--- src/rtl/cam_stream_packer_pkg.sv ---
// rtl/cam_stream_packer_pkg.sv - shared state encoding and byte-packing helpers
package cam_stream_packer_pkg;

  typedef enum logic [1:0] {
    IDLE    = 2'd0,
    WAIT_VS = 2'd1,
    CAPTURE = 2'd2,
    PAD     = 2'd3
  } state_t;

  localparam int WORD_BYTES = 8;

  // Mask keeping the lowest nbytes bytes of a packed word; nbytes == 0 gives all zeros.
  function automatic logic [63:0] keep_mask(input logic [2:0] nbytes);
    keep_mask = (64'd1 << {nbytes, 3'b000}) - 64'd1;
  endfunction

endpackage

--- src/rtl/cam_stream_packer_fifo.sv ---
// rtl/cam_stream_packer_fifo.sv - first-word fall-through synchronous FIFO with occupancy count
module sync_fifo_fwft #(
  parameter int WIDTH = 64,
  parameter int DEPTH = 64,
  localparam int AW = $clog2(DEPTH),
  localparam int CW = AW + 1
) (
  input  logic             clk,
  input  logic             rst_n,
  input  logic             wr_en,
  input  logic [WIDTH-1:0] wr_data,
  input  logic             rd_en,
  output logic [WIDTH-1:0] rd_data,
  output logic             full,
  output logic             empty,
  output logic [CW-1:0]    count
);

  logic [WIDTH-1:0] mem [DEPTH];
  logic [AW-1:0]    wr_ptr;
  logic [AW-1:0]    rd_ptr;
  logic             wr_ok;
  logic             rd_ok;

  assign full  = (count == CW'(DEPTH));
  assign empty = (count == '0);
  // A pop in the same cycle frees the slot, so a write into a full FIFO still lands.
  assign rd_ok = rd_en && !empty;
  assign wr_ok = wr_en && (!full || rd_ok);
  assign rd_data = empty ? '0 : mem[rd_ptr];

  always_ff @(posedge clk) begin
    if (wr_ok) mem[wr_ptr] <= wr_data;
  end

  always_ff @(posedge clk or negedge rst_n) begin
    if (!rst_n) begin
      wr_ptr <= '0;
      rd_ptr <= '0;
      count  <= '0;
    end else begin
      if (wr_ok) wr_ptr <= wr_ptr + AW'(1);
      if (rd_ok) rd_ptr <= rd_ptr + AW'(1);
      case ({wr_ok, rd_ok})
        2'b10:   count <= count + CW'(1);
        2'b01:   count <= count - CW'(1);
        default: count <= count;
      endcase
    end
  end

endmodule

--- src/rtl/cam_stream_packer.sv ---
// rtl/cam_stream_packer.sv - packs camera bytes into 64-bit words with exact per-frame word counts
module cam_stream_packer
  import cam_stream_packer_pkg::*;
#(
  parameter int FIFO_DEPTH = 64,
  parameter int BURST_LEN  = 16,
  parameter int OVF_W      = 16
) (
  input  logic             fclk,
  input  logic             rst_n,
  input  logic             start,
  input  logic             stop,
  input  logic [31:0]      frame_bytes,
  input  logic             pix_vsync,
  input  logic             pix_valid,
  input  logic [7:0]       pix_data,
  output logic             dout_burst_valid,
  output logic             dout_valid,
  input  logic             dout_ready,
  output logic [63:0]      dout,
  output logic             frame_done,
  output logic             short_frame,
  output logic [OVF_W-1:0] overflow_cnt,
  output logic [1:0]       debug_state
);

  localparam int CW = $clog2(FIFO_DEPTH) + 1;

  state_t          state;
  logic [28:0]     frame_words;
  logic [28:0]     word_cnt;
  logic [2:0]      idx;
  logic [63:0]     pack;
  logic            stop_seen;
  logic [CW-1:0]   tail_left;
  logic [CW-1:0]   fifo_count;
  logic [CW-1:0]   count_next;
  logic            fifo_full;
  logic            fifo_empty;
  logic            pop;
  logic            push_en;
  logic            push_ok;
  logic [63:0]     push_data;
  logic            word_last;
  logic            frame_end;
  logic            unused_bits;

  assign unused_bits = &{1'b0, frame_bytes[2:0]};

  function automatic logic [OVF_W-1:0] sat_add(input logic [OVF_W-1:0] a, input logic [3:0] b);
    logic [OVF_W:0] s;
    s = {1'b0, a} + {{(OVF_W-3){1'b0}}, b};
    return s[OVF_W] ? '1 : s[OVF_W-1:0];
  endfunction

  assign pop        = dout_ready && !fifo_empty;
  assign push_ok    = push_en && (!fifo_full || pop);
  assign word_last  = (word_cnt + 29'd1) == frame_words;
  assign frame_end  = push_en && word_last;
  assign count_next = fifo_count + CW'(push_ok) - CW'(pop);

  always_comb begin
    push_en   = 1'b0;
    push_data = '0;
    case (state)
      CAPTURE: begin
        if (pix_vsync) begin
          push_en   = 1'b1;
          push_data = pack & keep_mask(idx);
        end else if (pix_valid && idx == 3'd7) begin
          push_en   = 1'b1;
          push_data = {pix_data, pack[55:0]};
        end
      end
      // Padding only advances when a slot is actually available.
      PAD:     push_en = !fifo_full || pop;
      default: push_en = 1'b0;
    endcase
  end

  sync_fifo_fwft #(
    .WIDTH (64),
    .DEPTH (FIFO_DEPTH)
  ) u_fifo (
    .clk     (fclk),
    .rst_n   (rst_n),
    .wr_en   (push_en),
    .wr_data (push_data),
    .rd_en   (dout_ready),
    .rd_data (dout),
    .full    (fifo_full),
    .empty   (fifo_empty),
    .count   (fifo_count)
  );

  assign dout_valid       = !fifo_empty;
  assign dout_burst_valid = (fifo_count >= CW'(BURST_LEN)) || (tail_left != '0 && !fifo_empty);
  assign frame_done       = pop && (tail_left == CW'(1));
  assign debug_state      = state;

  always_ff @(posedge fclk or negedge rst_n) begin
    if (!rst_n) begin
      state        <= IDLE;
      frame_words  <= '0;
      word_cnt     <= '0;
      idx          <= '0;
      pack         <= '0;
      stop_seen    <= 1'b0;
      tail_left    <= '0;
      short_frame  <= 1'b0;
      overflow_cnt <= '0;
    end else begin
      if (pop && tail_left != '0) tail_left <= tail_left - CW'(1);
      if (stop && state != IDLE) stop_seen <= 1'b1;

      case (state)
        IDLE: begin
          if (start) begin
            frame_words  <= frame_bytes[31:3];
            short_frame  <= 1'b0;
            overflow_cnt <= '0;
            stop_seen    <= 1'b0;
            if (frame_bytes[31:3] != '0) state <= WAIT_VS;
          end
        end
        WAIT_VS: begin
          if (stop || stop_seen) begin
            state     <= IDLE;
            stop_seen <= 1'b0;
          end else if (pix_vsync) begin
            word_cnt <= '0;
            idx      <= '0;
            state    <= CAPTURE;
          end
        end
        CAPTURE: begin
          if (pix_vsync) begin
            word_cnt    <= word_cnt + 29'd1;
            idx         <= '0;
            short_frame <= 1'b1;
            state       <= PAD;
            if (!push_ok) overflow_cnt <= sat_add(overflow_cnt, {1'b0, idx});
          end else if (pix_valid) begin
            pack[idx*8 +: 8] <= pix_data;
            idx              <= idx + 3'd1;
            if (idx == 3'd7) begin
              word_cnt <= word_cnt + 29'd1;
              if (!push_ok) overflow_cnt <= sat_add(overflow_cnt, 4'(WORD_BYTES));
            end
          end
        end
        PAD: begin
          if (push_ok) word_cnt <= word_cnt + 29'd1;
        end
        default: state <= IDLE;
      endcase

      // The tail marker counts how many pops remain until the frame's last held word leaves.
      if (frame_end) begin
        state     <= (stop || stop_seen) ? IDLE : WAIT_VS;
        stop_seen <= 1'b0;
        tail_left <= count_next;
      end
    end
  end

endmodule

--- config.mk ---
export PLATFORM = sky130hd
export DESIGN_NAME = cam_stream_packer
export DESIGN_NICKNAME = d
export VERILOG_FILES = /design/src/rtl/cam_stream_packer_pkg.sv /design/src/rtl/cam_stream_packer_fifo.sv /design/src/rtl/cam_stream_packer.sv
export SDC_FILE = /design/constraint.sdc
export NUM_CORES = 2
export LEC_CHECK = 0
export BUFFER_PORTS_ARGS = -buffer_cell sky130_fd_sc_hd__buf_2
export CAP_MARGIN = 10
export CORE_ASPECT_RATIO = 1.75
export CORE_MARGIN = 4
export CORE_UTILIZATION = 37
export CTS_CLUSTER_SIZE = 20
export DETAILED_ROUTE_END_ITERATION = 8
export PLACE_DENSITY = 0.48
export SYNTH_ARGS = -nofsm -noshare
export SYNTH_HDL_FRONTEND = slang
export SYNTH_SLANG_ARGS = --single-unit
--- constraint.sdc ---
create_clock -name fclk -period 7.2 [get_ports fclk]
set_clock_uncertainty 0.15 [all_clocks]
set_input_delay 1.8 -clock fclk [delete_from_list [all_inputs] [get_ports fclk]]
set_output_delay 1.8 -clock fclk [all_outputs]
set_load 0.02 [all_outputs]
Word level (Yosys, flattened, before mapping)
Memory sizes are Yosys's and may differ from the RTL's.
Cells that the tools add are included.

word-level totals
  register bits = 171
  memories kept = 1
  word-level logic and storage cells = 134
  output and inout bits = 86
  memory bits (writable) = 4,096

operators by class
  mux-type cells = 50
  reductions and logical operators = 31
  magnitude comparators = 1
  shift operators = 3
  equality and inequality tests = 21
  bitwise logic cells = 2
  add/subtract/negate cells = 13

memories
  name        depth  width  rd ports  clocked after memory_dff  write ports  RTL line                      RTL
  u_fifo.mem  64     64     1         0                         1            cam_stream_packer_fifo.sv:19  logic [WIDTH-1:0] mem [DEPTH];

operators with widths
  cell                     count
  $mux 64                  4
  $mux 29                  6
  $mux 16                  8
  $pmux 29 s3              1
  $and 64x64->64           1
  $bwmux 64                1
  $shift 8x34->64 const A  1
  $shiftx 8x34->64         1
  $shl 1x6->64 const A     1
  $sub 64x1->64 const B    1
  $neg 6->34               1
  $pmux 16 s2              1
  $add 29x1->29 const B    1
  $eq 29x29->1             1
  $reduce_bool 29->1       1
  $add 16x3->17            1
  $add 16x4->17 const B    1
  $ne 3x3->1 const B       5
  $mux 7                   2
  $pmux 7 s2               1
  $sub 7x1->7 const B      2
  $add 6x1->6 const B      2
  $mux 2                   6
  $mux 3                   4
  other kinds (31)         67

Longest topological paths before layout
  word-level depth = 11
  depth in mapped cells = 17
  mapped depth without buffers = 17

Modules after synthesis
A second synthesis with hierarchy kept.

second synthesis, totals
  cell total of the unflattened synthesis = 7,910
  area, all modules = 165,930.4 um^2

modules (own cells, without submodules)
  module             seq. area each (um^2)  area an instance (um^2)  cells an instance  times used
  sync_fifo_fwft     123,473.4              156,670.3                6,903              1
  cam_stream_packer  3,803.6                9,260.1                  1,007              1

Worst setup path before layout
No wires, ideal clock.

  path type = in2reg
  from = input port pix_vsync
  to = memory u_fifo.mem[63][0], enable pin
  arrival time = 5,920 ps
  required time = 6,563 ps
  library setup time = 487 ps
  stages on the path = 9
  buffers on the path = 2
  path slack = 643 ps
  cell sequence = clkbuf_1 > inv_1 > a21boi_0 > o21ai_1 > inv_1 > and2_1 > nand3_1 > clkbuf_1 > nor2_1

on the way
  longest elaborated chain between the ends = 5

RTL lines
  element                       RTL line                      RTL
  from (decl)                   cam_stream_packer.sv:14       input logic pix_vsync,
  $mux 1                        cam_stream_packer.sv:67       if (pix_vsync) begin
  $pmux 1 s2                    cam_stream_packer.sv:65       case (state)
  $logic_and 1x1->1             n/a
  net push_ok                   cam_stream_packer.sv:42       logic push_ok;
  $mux 1                        cam_stream_packer_fifo.sv:33  if (wr_ok) mem[wr_ptr] <= wr_data;
  $mux 1 (implied by the code)  cam_stream_packer_fifo.sv:33
  to (decl)                     cam_stream_packer_fifo.sv:19

The timed path passes the listed nets, and every way through them passes these cells.

Final worst setup path
  from = register u_fifo.rd_ptr[0]
  to = output port dout[8]

on the way
  longest elaborated chain between the ends = 2

RTL lines
  element                 RTL line                      RTL
  from (decl)             cam_stream_packer_fifo.sv:21  logic [AW-1:0] rd_ptr;
  from (signal assigned)  cam_stream_packer_fifo.sv:43  if (rd_ok) rd_ptr <= rd_ptr + AW'(1);
  $mem_v2 64x64           n/a
  $mux 64                 cam_stream_packer_fifo.sv:30  assign rd_data = empty ? '0 : mem[rd_ptr];
  to (decl)               cam_stream_packer.sv:20       output logic [63:0] dout,

Every way passes these cells.

==> flow_metrics.env <==
export IMPL_status="completed"
export IMPL_cts_tree="yes"
export IMPL_std_cell_rows=324
export IMPL_ir_drop_mv=0.3055
export IMPL_netlist_area_leader_share_pct=74.30
export IMPL_layout_common_cells="edfxtp_1, mux4_2, clkbuf_16"
export IMPL_syn_mean_instance_area_sq_um=23.66
export IMPL_whs_ns=0.3225
export IMPL_ctsRootBufferMaster="clkbuf_16"
export IMPL_hold_path_class="flop to flop"
export IMPL_ys_seq_area_share_pct=76.89
export IMPL_yosys_warnings=0
export IMPL_drive_above_1_share_pct=32.70
export IMPL_tightest_slew_ns=1.270
export IMPL_crit_top_cell="mux4_2"
export IMPL_crit_path_top_delay_cell="dfrtp_4"
export IMPL_synthDistinctLibCells=71
export IMPL_cp_cell_sequence="buf_12 -> buf_4 -> mux4_2 -> mux4_2 -> mux4_2 -> and2_1 -> buf_2"
export IMPL_ys_top_cells_by_area="edfxtp_1, mux4_2, dfrtp_1, clkbuf_1, mux2_2"
export IMPL_dp_cells=12930
export IMPL_netlist_area_sq_mm=0.1655
export IMPL_start_util_pct=37.19
export IMPL_grt_max_degree=82
export IMPL_syn_num_nets=7083
export IMPL_r2r_cells=9
export IMPL_seqCellArea_sq_mm=0.1273
export IMPL_leakage_nw=58.12
export IMPL_grt_first_pass_wirelength_um=692400
export IMPL_die_y_um=892.8
export IMPL_worst_path_buf_inv=3
export IMPL_powerDensity_mw_per_mm2=319.9
export IMPL_viasPerCell=5.724
export IMPL_cts_max_level=5
export IMPL_io_buffers=129
export IMPL_drv_cap=0
export IMPL_slew_violations=0
export IMPL_gp_congestion=0.7827
export IMPL_area_growth_pct=14.26
export IMPL_stdcell_area_sq_mm=0.1892
export IMPL_power_total_mw=60.51
export IMPL_drtPass1Iterations=7
export IMPL_crit_path_max_fanout=21
export IMPL_clk_pin_slew_ns=0.06
export IMPL_die_width_um=513.6
export IMPL_initialDrtViolationCount=8215
export IMPL_antenna_left=0
export IMPL_numCtsBuffers=397
export IMPL_hold_depth=2
export IMPL_synth_top_area_cell="edfxtp_1"
export IMPL_clockBufferDepth=4
export IMPL_relSlewSlack_pct=15.34
export IMPL_critPathRequiredTime_ns=5.25
export IMPL_crit_path_start_kind="flop"
export IMPL_synth_edff_count=4096
export IMPL_crit_family="multiplexers"
export IMPL_post_cts_buffers=0
export IMPL_finalSetupTns_ns=0
export IMPL_nFillCells=38310
export IMPL_wl_um=505800
export IMPL_placedInstanceArea_sq_mm=0.1766
export IMPL_antenna_found_initial=27
export IMPL_cpPeakStageDelay_ns=0.82
export IMPL_ios=133
export IMPL_drc=0
export IMPL_vias=78210
export IMPL_stdcell_count=13660
export IMPL_clkLatencyLatePin_ns=0.99
export IMPL_min_period_ns=6.726
export IMPL_die_area_sq_mm=0.4586
export IMPL_wl_per_cell_um=37.02
export IMPL_crit_type="flop to primary output"
export IMPL_synthArstFlopShare_pct=4.007
export IMPL_final_common_cell="edfxtp_1"
export IMPL_multi_input_area_sq_mm=0.03725
export IMPL_gr_total_overflow=0
export IMPL_dp_hpwl_um=267300
export IMPL_ys_ff_latch=4267
export IMPL_fmax_ghz=0.1487
export IMPL_rsz0062_at_grt="false"
export IMPL_crit_arrival_ns=4.78
export IMPL_grt_pass1_vias=82260
export IMPL_finalSetupViolCount=0
export IMPL_path_depth=7
export IMPL_syn_inst=6997
export IMPL_hold_buffers=0
export IMPL_track_usage_pct=21.83
export IMPL_finalHoldViolations=0
export IMPL_ctsResizeCount=0
export IMPL_ys_dominant_reg_cell="edfxtp_1"
export IMPL_min_period_over_period_pct=93.42
export IMPL_critPathCaptureType="primary output"
export IMPL_clock_sinks=4267
export IMPL_final_net_count=7554
export IMPL_core_area_sq_mm=0.4451
[path summary, 6_finish.rpt]
| kind | startpoint | endpoint | slack [ns] |
|---|---|---|---|
| min in group asynchronous | rst_n | word_cnt[5] | 0.74 |
| max | u_fifo.rd_ptr[0] | dout[8] | 0.47 |
| min | pack[23] | pack[23] | 0.32 |
| max reg2reg | idx[0] | u_fifo.mem[48][18] | 1.95 |
| max in group asynchronous | rst_n | u_fifo.rd_ptr[3] | 4.63 |
| min reg2reg | pack[23] | pack[23] | 0.32 |
[metal layers]
metal	global-route usage (%)	share of wire (%)	vias to the layer above	wire length (um)
li1	-	-	30900	-
met2	40.15	54	2489	274700
met1	27.19	38	44160	193600
met4	5.611	2.7	16	13810
met5	0	0.022	-	113
met3	2.706	4.7	640	23660
[cell usage after synthesis, drive strengths merged, types with 9 or more instances]
cell type / number
buf: 147
o21ai: 92
nand2b: 9
mux4: 1344
and2: 121
and3: 13
nand3: 35
xnor2: 53
mux2: 70
a31oi: 12
nand4: 27
inv: 38
ha: 37
nor2: 127
edfxtp: 4096
nand2: 121
a22oi: 12
a21oi: 58
nor2b: 12
a21o: 10
o31ai: 26
xor2: 20
clkbuf: 226
dfrtp: 171
nor4: 16
[area by class of cell]
cell class                      instances  area share [%]
Sequential cell                      4267           67.30
Clock inverter                        216          0.9849
Timing Repair Buffer                  445           2.471
Multi-Input combinational cell       2319           19.70
Clock buffer                          502           5.581
Tap cell                             5868           3.882
Antenna cell                            8         0.01058
Inverter                               38         0.07541
[per-stage QoR]
| stage | setup WS (ns) | utilization (%) |
|---|---|---|
| 6_report | 0.4740 | 42.49 |
| 5_1_grt | 0.2999 | 42.49 |
| 4_1_cts | 0.2944 | 42.47 |
| 3_5_place_dp | 1.225 | 39.68 |
| 3_3_place_gp | 1.315 | 39.67 |
| 2_1_floorplan | 0.6433 | - |
[power by group]
group	internal (mW)	switching, mW
Clock	11.4	9.29
Sequential	27.2	0.618
Combinational	5.38	6.67
Total	43.9	16.6
[cell families (layout without fill, tap and decap cells)]
family,after synthesis,in the layout,share of synthesized area [%]
AO/OA/AOI/OAI,262,262,0.9841
XOR/XNOR,73,73,0.3862
adder cells (fa/ha/maj),39,39,0.3038
buffers and inverters,411,1201,1.016
flip-flops,4267,4267,76.89
multiplexers,1421,1421,18.80
other,0,8,0
AND/OR/NAND/NOR,524,524,1.619
[worst reg2reg max path, delay by kind of cell, from the launching register on]
kind                     cells  cell delay [ns]
AO/OA/AOI/OAI                2             0.51
adder cells (fa/ha/maj)      2             0.73
buffers and inverters        1             0.38
flip-flops                   1             0.85
AND/OR/NAND/NOR              4             2.19
[flip-flops by register name, indices dropped and copies added (netlist names)]
name / count
idx: 3
short_frame: 1
u_fifo.rd_ptr: 6
frame_words: 29
u_fifo.wr_ptr: 6
overflow_cnt: 16
pack: 64
debug_state: 2
tail_left: 7
word_cnt: 29
u_fifo.count: 7
u_fifo.mem: 4096
stop_seen: 1
(Power assumes the default switching activity.)
